===== config.mk =====
export PLATFORM = sky130hd
export DESIGN_NAME = if_stage
export DESIGN_NICKNAME = d
export VERILOG_FILES = /design/src/rtl/if_stage_pkg.sv /design/src/rtl/if_stage_pc_next_sel.sv /design/src/rtl/if_stage.sv
export SDC_FILE = /design/constraint.sdc
export NUM_CORES = 1
export LEC_CHECK = 0
export BUFFER_PORTS_ARGS = -buffer_cell sky130_fd_sc_hd__buf_2
export CORE_AREA = 2 2 165 118
export DETAILED_ROUTE_END_ITERATION = 12
export DIE_AREA = 0 0 167 120
export PLACE_DENSITY = 0.61
export SLEW_MARGIN = 20
export SYNTH_ARGS = -nofsm -noshare
export SYNTH_HDL_FRONTEND = slang
export SYNTH_SLANG_ARGS = --single-unit

===== constraint.sdc =====
create_clock -name clk -period 6.9 [get_ports clk]
set_input_delay 1.38 -clock clk [delete_from_list [all_inputs] [get_ports clk]]
set_output_delay 1.38 -clock clk [all_outputs]
set_load 0.05 [all_outputs]

===== src/rtl/if_stage_pkg.sv =====
// Shared encodings and constants for the instruction-fetch stage.
// Latency: n/a (package only).
// Backpressure: n/a; the hazard unit's hold codes are defined here.
package if_stage_pkg;

  // Fixed addresses; PC[31] set means kernel mode.
  localparam logic [31:0] RESET_PC_DEF  = 32'h8000_0000;
  localparam logic [31:0] ILLOP_VEC_DEF = 32'h8000_0004;
  localparam logic [31:0] XADR_VEC_DEF  = 32'h8000_0008;
  localparam logic [31:0] NOP_INSTR_DEF = 32'h0000_0000;

  // Next-PC source from ID control. Codes 6 and 7 behave as sequential.
  typedef enum logic [2:0] {
    PCSRC_SEQ    = 3'd0,
    PCSRC_BRANCH = 3'd1,
    PCSRC_JUMP   = 3'd2,
    PCSRC_JR     = 3'd3,
    PCSRC_IRQ    = 3'd4,
    PCSRC_XADR   = 3'd5
  } pcsrc_e;

  // IF/ID register control from the hazard unit. The reserved code flushes.
  typedef enum logic [1:0] {
    IFID_LOAD  = 2'd0,
    IFID_FLUSH = 2'd1,
    IFID_HOLD  = 2'd2,
    IFID_RSVD  = 2'd3
  } ifid_src_e;

  // Sequential increment that leaves the kernel bit alone and wraps
  // inside the low 31 bits.
  function automatic logic [31:0] pc_plus4(input logic [31:0] pc);
    return {pc[31], pc[30:0] + 31'd4};
  endfunction

endpackage


===== src/rtl/if_stage_pc_next_sel.sv =====
// Combinational next-PC select with fixed priority: exception, interrupt, hold, then control flow.
// Latency: 0 cycles (pure combinational).
// Backpressure: pc_hold freezes PC unless an interrupt or exception is being taken.
//
// Ports:
//   pc, pc_4        current fetch address and its sequential successor
//   id_pc_top       ID_PC_4[31:28], region bits for j/jal
//   pc_src, branch  control-flow selection from ID
//   branch_target, jump_target, jr_target  candidate targets
//   pc_hold         hazard hold request
//   next_pc         address to load into PC at the next edge
import if_stage_pkg::*;

module pc_next_sel #(
  parameter logic [31:0] ILLOP_VEC = ILLOP_VEC_DEF,
  parameter logic [31:0] XADR_VEC  = XADR_VEC_DEF
) (
  input  logic [31:0] pc,
  input  logic [31:0] pc_4,
  input  logic [3:0]  id_pc_top,
  input  logic [2:0]  pc_src,
  input  logic        branch,
  input  logic [31:0] branch_target,
  input  logic [25:0] jump_target,
  input  logic [31:0] jr_target,
  input  logic        pc_hold,
  output logic [31:0] next_pc
);

  always_comb begin
    next_pc = pc_4;
    if (pc_src == PCSRC_XADR) begin
      next_pc = XADR_VEC;
    end else if (pc_src == PCSRC_IRQ) begin
      next_pc = ILLOP_VEC;
    end else if (pc_hold) begin
      // Load-use stall: the jump/branch in ID replays next cycle, so
      // dropping its redirect here loses nothing.
      next_pc = pc;
    end else begin
      case (pc_src)
        PCSRC_BRANCH: next_pc = branch ? branch_target : pc_4;
        // Region comes from the jump's own PC+4, not the fetch PC.
        PCSRC_JUMP:   next_pc = {id_pc_top, jump_target, 2'b00};
        // Full 32-bit load: this is the only way out of kernel mode.
        PCSRC_JR:     next_pc = jr_target;
        default:      next_pc = pc_4;
      endcase
    end
  end

endmodule


===== src/rtl/if_stage.sv =====
// IF stage: PC register, next-PC select and IF/ID pipeline register.
// Latency: instruction at PC reaches ID_Instr one cycle later; redirects land on PC at the next edge.
// Backpressure: PCHold freezes PC, IF_ID_Src=2 freezes IF/ID; no handshake with the combinational IM.
//
// Ports:
//   clk, reset    clock; asynchronous active-high reset
//   PCSrc, Branch, BranchTarget, JumpTarget, JrTarget   redirect controls from ID
//   IM_Instr      instruction memory data for address PC
//   PCHold, IF_ID_Src, IF_NoIRQ   hazard unit controls
//   PC            current fetch address
//   ID_Instr, ID_PC_4, ID_NoIRQ   IF/ID register contents
import if_stage_pkg::*;

module if_stage #(
  parameter logic [31:0] RESET_PC  = RESET_PC_DEF,
  parameter logic [31:0] ILLOP_VEC = ILLOP_VEC_DEF,
  parameter logic [31:0] XADR_VEC  = XADR_VEC_DEF,
  parameter logic [31:0] NOP_INSTR = NOP_INSTR_DEF
) (
  input  logic        clk,
  input  logic        reset,
  input  logic [2:0]  PCSrc,
  input  logic        Branch,
  input  logic [31:0] BranchTarget,
  input  logic [25:0] JumpTarget,
  input  logic [31:0] JrTarget,
  input  logic [31:0] IM_Instr,
  input  logic        PCHold,
  input  logic [1:0]  IF_ID_Src,
  input  logic        IF_NoIRQ,
  output logic [31:0] PC,
  output logic [31:0] ID_Instr,
  output logic [31:0] ID_PC_4,
  output logic        ID_NoIRQ
);

  logic [31:0] pc_4;
  logic [31:0] next_pc;

  assign pc_4 = pc_plus4(PC);

  pc_next_sel #(
    .ILLOP_VEC (ILLOP_VEC),
    .XADR_VEC  (XADR_VEC)
  ) u_pc_next_sel (
    .pc            (PC),
    .pc_4          (pc_4),
    .id_pc_top     (ID_PC_4[31:28]),
    .pc_src        (PCSrc),
    .branch        (Branch),
    .branch_target (BranchTarget),
    .jump_target   (JumpTarget),
    .jr_target     (JrTarget),
    .pc_hold       (PCHold),
    .next_pc       (next_pc)
  );

  always_ff @(posedge clk or posedge reset) begin
    if (reset) begin
      PC <= RESET_PC;
    end else begin
      PC <= next_pc;
    end
  end

  // Flushed slots still carry PC+4 and the NoIRQ mark so a bubble behind
  // a jump/branch cannot be chosen as an interrupt return point.
  always_ff @(posedge clk or posedge reset) begin
    if (reset) begin
      ID_Instr <= NOP_INSTR;
      ID_PC_4  <= RESET_PC;
      ID_NoIRQ <= 1'b1;
    end else begin
      case (IF_ID_Src)
        IFID_LOAD: begin
          ID_Instr <= IM_Instr;
          ID_PC_4  <= pc_4;
          ID_NoIRQ <= IF_NoIRQ;
        end
        IFID_HOLD: begin
          ID_Instr <= ID_Instr;
          ID_PC_4  <= ID_PC_4;
          ID_NoIRQ <= ID_NoIRQ;
        end
        default: begin
          ID_Instr <= NOP_INSTR;
          ID_PC_4  <= pc_4;
          ID_NoIRQ <= IF_NoIRQ;
        end
      endcase
    end
  end

endmodule


# Word level (Yosys, flattened, before mapping)
# Index checks and enable logic that the tools add are counted.
[word_totals]
latch_bits = 0
memories = 0
ram_bits = 0
out_inout_bits = 97
register_bits = 97
mem_bits_ro = 0
word_cells = 23
[op_classes]
n_addsub = 1
order_cmp = 0
n_eq_ne = 8
reduce_logical = 3
shifts = 0
n_mul = 0
n_div = 0
muxes = 6
bitwise = 0
[ops]
columns = ["operator", "n"]
rows = [
  ["two-way mux 32 bit", 4],
  ["one-hot mux 32 bit (3 select lines)", 1],
  ["one-hot mux 32 bit (2 select lines)", 1],
  ["adder 31 x 3 -> 31 bit (second input constant)", 1],
  ["equality test 3 x 2 -> 1 bit (second input constant)", 2],
  ["equality test 3 bit (second input constant)", 2],
  ["nonzero test 5 bit", 1],
  ["!= test 4 x 2 -> 1 bit (second input constant)", 1],
  ["equality test 3 x 1 -> 1 bit (second input constant)", 1],
  ["!= test 3 x 1 -> 1 bit (second input constant)", 1],
  ["AND reduction 3 bit", 1],
  ["equality test 2 bit (second input constant)", 1],
  ["logical NOT 2 bit", 1],
]

# Depth between registers and ports, before layout
[logic_depth]
word_depth = 6
mapped_depth = 8
depth_no_buf = 6

# Modules after synthesis
# From an unflattened synthesis, not the netlist that was laid out.
[hier_totals]
hier_cells = 670
area_unflattened_um2 = 5914.4
[modules_own_cells]
columns = ["module", "cells_each", "n_inst", "area_each_um2", "seq_area_each_um2"]
rows = [
  ["if_stage", 371, 1, 4122.7, 2431.1],
  ["pc_next_sel", 299, 1, 1791.7, 0.0],
]

# Worst setup path before layout
# Ideal clock, no wire load.
[synth_path]
path_type = "input to register"
from = "input port PCSrc[1]"
to = "register PC[12]"
path_slack_ns = 4.110
setup_ns = 0.126
n_path_buf = 3
t_arrival_ns = 2.664
stages = 7
path_cell_list = "clkbuf_1 > nand2b_1 > buf_2 > o211ai_1 > clkbuf_1 > nor2_1 > a221o_1"
[synth_between]
elab_chain_len = 5
word_cells_on_any_way = 10
classes_between = "6 x eq/ne; 4 x mux"
[synth_lines]
columns = ["element", "line", "text"]
rows = [
  ["start, declared", "if_stage.sv:22", "input logic [2:0] PCSrc,"],
  ["equality test 3 x 2 -> 1 bit or equality test 3 x 1 -> 1 bit (tied branches)", "if_stage_pc_next_sel.sv:41", "case (pc_src)"],
  ["one-hot mux 32 bit (3 select lines)", "if_stage_pc_next_sel.sv:41", ""],
  ["two-way mux 32 bit", "if_stage_pc_next_sel.sv:36", "end else if (pc_hold) begin"],
  ["two-way mux 32 bit", "if_stage_pc_next_sel.sv:34", "end else if (pc_src == PCSRC_IRQ) begin"],
  ["two-way mux 32 bit", "if_stage_pc_next_sel.sv:32", "if (pc_src == PCSRC_XADR) begin"],
  ["end signal, assigned", "if_stage.sv:62", "PC <= next_pc;"],
  ["end, declared", "if_stage.sv:31", "output logic [31:0] PC,"],
]
# Several ways; a longest one is shown, not always the timed one. The select of a mux whose other input is x is not followed.
# A chain may end at the register's enable or synchronous reset.

# Worst setup path after layout
[layout_path]
from = "input port PCSrc[0]"
to = "register PC[12]"
# Same word-level chain as after synthesis.

==> results.toml <==
[yosys]
synth_ff_type = "dfrtp_1"
yosysUniqueCellTypes = 63
synth_fp_nets = 722
syn_area_per_cell_um2 = 9.28
async_reset_ff_share_pct = 100
yosys.area.top_type = "dfrtp_1"
synth_edf_count = 0
post-synth-top-count-cell = "dfrtp_1"
netlist_area_um2 = 5450
ys_seq_area_share_pct = 44.6
netlist.area_leader.share_pct = 43.1
ys_seq_elements = 97
synth_area_leaders = "dfrtp_1 (43%), mux2i_1 (9.4%), o21ai_0 (5.0%)"
ys_top_cells_by_count = "dfrtp_1 (94), nor2_1 (71), nand2_1 (66)"
yosysWarningCount = 0
postSynthCellCount = 588

[place]
finalWeightedCongestion = 0.822
place_ws_ns = 3.14
port_buffers = 228
dp_hpwl_mm = 13.5

[die]
core_area_um2 = 18600
start_util_pct = 29.4
std_cell_rows = 42
die_y_um = 120
die_w_um = 167
pin_count = 229
die-area_um2 = 20000

[cts]
numCtsBuffers = 9
tritoncts = "built"
cts_sinks = 97
cts_resized = 0
htree_levels = 3
clk_path_buf_depth = 2
ctsHoldBuffers = 0
cts_setup_buffers = 0
clk_pin_slew_worst_paths_ns = 0.07
clk_latency_ns = 0.36
clock-root-buffer = "clkbuf_16"

[drt]
drc = 0
wire_per_inst_um = 18.0
ant_nets = 0
wirelength_mm = 18.5
viasPerCell = 5.02
drt_pre_antenna_iters = 5
drt_iter0_drc = 347
vias = 5171

[grt]
grt_antenna_before_repair = 0
grt_pass1_wl_mm = 28.8
grt_pass1_vias = 5004
grt_util_all_layers_pct = 18.6
grt_start_max_net_pins = 56
grt_overflow = 0

[sta]
slew_viol_final = 0
rsz0062_at_grt = "false"
worst_slew_pin_slew_ns = 1.09
fmax_mhz = 293
fin_tns_setup_ns = 0
skew_ns = 0.00944
fin_crit_sh_pct = 49.5
relSlewSlack_pct = 27.1
hold_viol_final = 0
setup_viol = 0
min_period_ns = 3.42
setup_ws_ns = 3.48

[finish]
areaGrowthSynthToFinish_pct = 28.9
fillers = 1913
drive_above_1_share_pct = 35.2
multi_input_area_um2 = 2810
diodes = 0
regArea_um2 = 2430
fin_nets = 918
finish.utilization_pct = 37.9

[pwr]
max-vdd-ir-drop_v = 0.000139
leakage_nw = 3.49
powerDensity_nw_per_um2 = 246

[critical_path]
cp.arrival_ns = 3.65
path_max_fanout = 39
crit_path_start_kind = "primary input"
worst-endpoint-required_ns = 7.14
path_class = "in -> reg"
endpoint_kind = "flip-flop"

[status]
status = "complete, no violations"

[hold_path]
hold_class = "reg -> reg"

[job]
cap_violations = 0
[routing by layer]
layer  GRT usage [%]  up-vias  wire length, um
li1                -     2490                -
met4            2.75        0               68
met5               0        -                0
met1            26.5     2416             8830
met3            5.61        8             1630
met2            28.3      257             8000
[cells by family (layout without fill, tap and decap cells)]
kind of cell	after synthesis	after routing	synth area share (%)
muxes	64	64	12.0
xor gates and xnor gates	25	25	4.01
AOI/OAI and AO/OA	141	141	16.4
adders and majority gates	2	2	0.459
DFF	97	97	44.6
and+or+nand+nor	205	205	18.2
buffers and inverters	54	255	4.29
[state kept, by name (all words and copies together) (netlist names)]
register,count
ID_Instr,32
PC,32
ID_PC_4,32
ID_NoIRQ,1
[metrics by stage]
stage	hold slack (ns)	cells	total power [mW]	instance area [um2]
2_1_floorplan	0.446	588	1.09	5450
3_3_place_gp	0.449	1015	1.26	6750
3_5_place_dp	0.455	1015	1.26	6750
4_1_cts	0.471	1031	1.76	7030
5_1_grt	0.478	1031	1.82	7030
6_report	0.459	1031	1.73	7030
[cell type report]
class                   count  share of cell area (%)
repair buffers            233                    16.8
inverters                   6                   0.356
clock inverters             6                   0.730
clock buffers              10                    3.26
multi-input cells         437                    40.0
well taps                 242                    4.31
flip-flops and latches     97                    34.6
[cells in the final DEF, fill, tap and decap left out, types with 3 or more instances in the layout]
cell       Yosys  routed
xnor2_1       14      14
inv_6          0       3
a211oi_1       3       3
nor3_1         3       3
nand2b_1       4       4
a221oi_1       5       5
nand4_1       10      10
buf_4          3       5
nor2_1        71      71
o21ai_0       54      54
nor3b_1        3       3
a21oi_1       34      34
a221o_1        4       4
nand2_1       66      66
a2bb2oi_1      4       4
buf_2         16     228
a31oi_1        4       4
and3_1         5       5
mux2_2        13      13
xor2_1        11      11
a22oi_1        7       7
clkbuf_16      0       9
o221ai_1       4       4
mux2i_1       51      51
inv_1          6       5
nand3_1       20      20
dfstp_2        3       3
dfrtp_1       94      94
[worst paths after layout]
check,from,endpoint,slack (ns),cells past startpoint
worst max register to register,PC[2],PC[14],4.65,6
max in group asynchronous,reset,ID_Instr[17],4.66,3
min in group asynchronous,reset,ID_Instr[24],1.09,2
worst max-delay path,PCSrc[0],PC[12],3.48,5
worst min register to register,ID_NoIRQ,ID_NoIRQ,0.46,2
worst min-delay path,ID_NoIRQ,ID_NoIRQ,0.46,2
[power breakdown]
group          switching [mW]  internal [mW]
combinational           0.393          0.151
clock                   0.236          0.250
sequential             0.0694          0.632
[worst max-delay path: stages]
cell      delay (ns)
buf_2           0.73
a21oi_1         0.23
o211ai_1        0.81
o21ai_0         0.17
a221o_1         0.32
No activity file was read; power rests on OpenSTA's default activity.
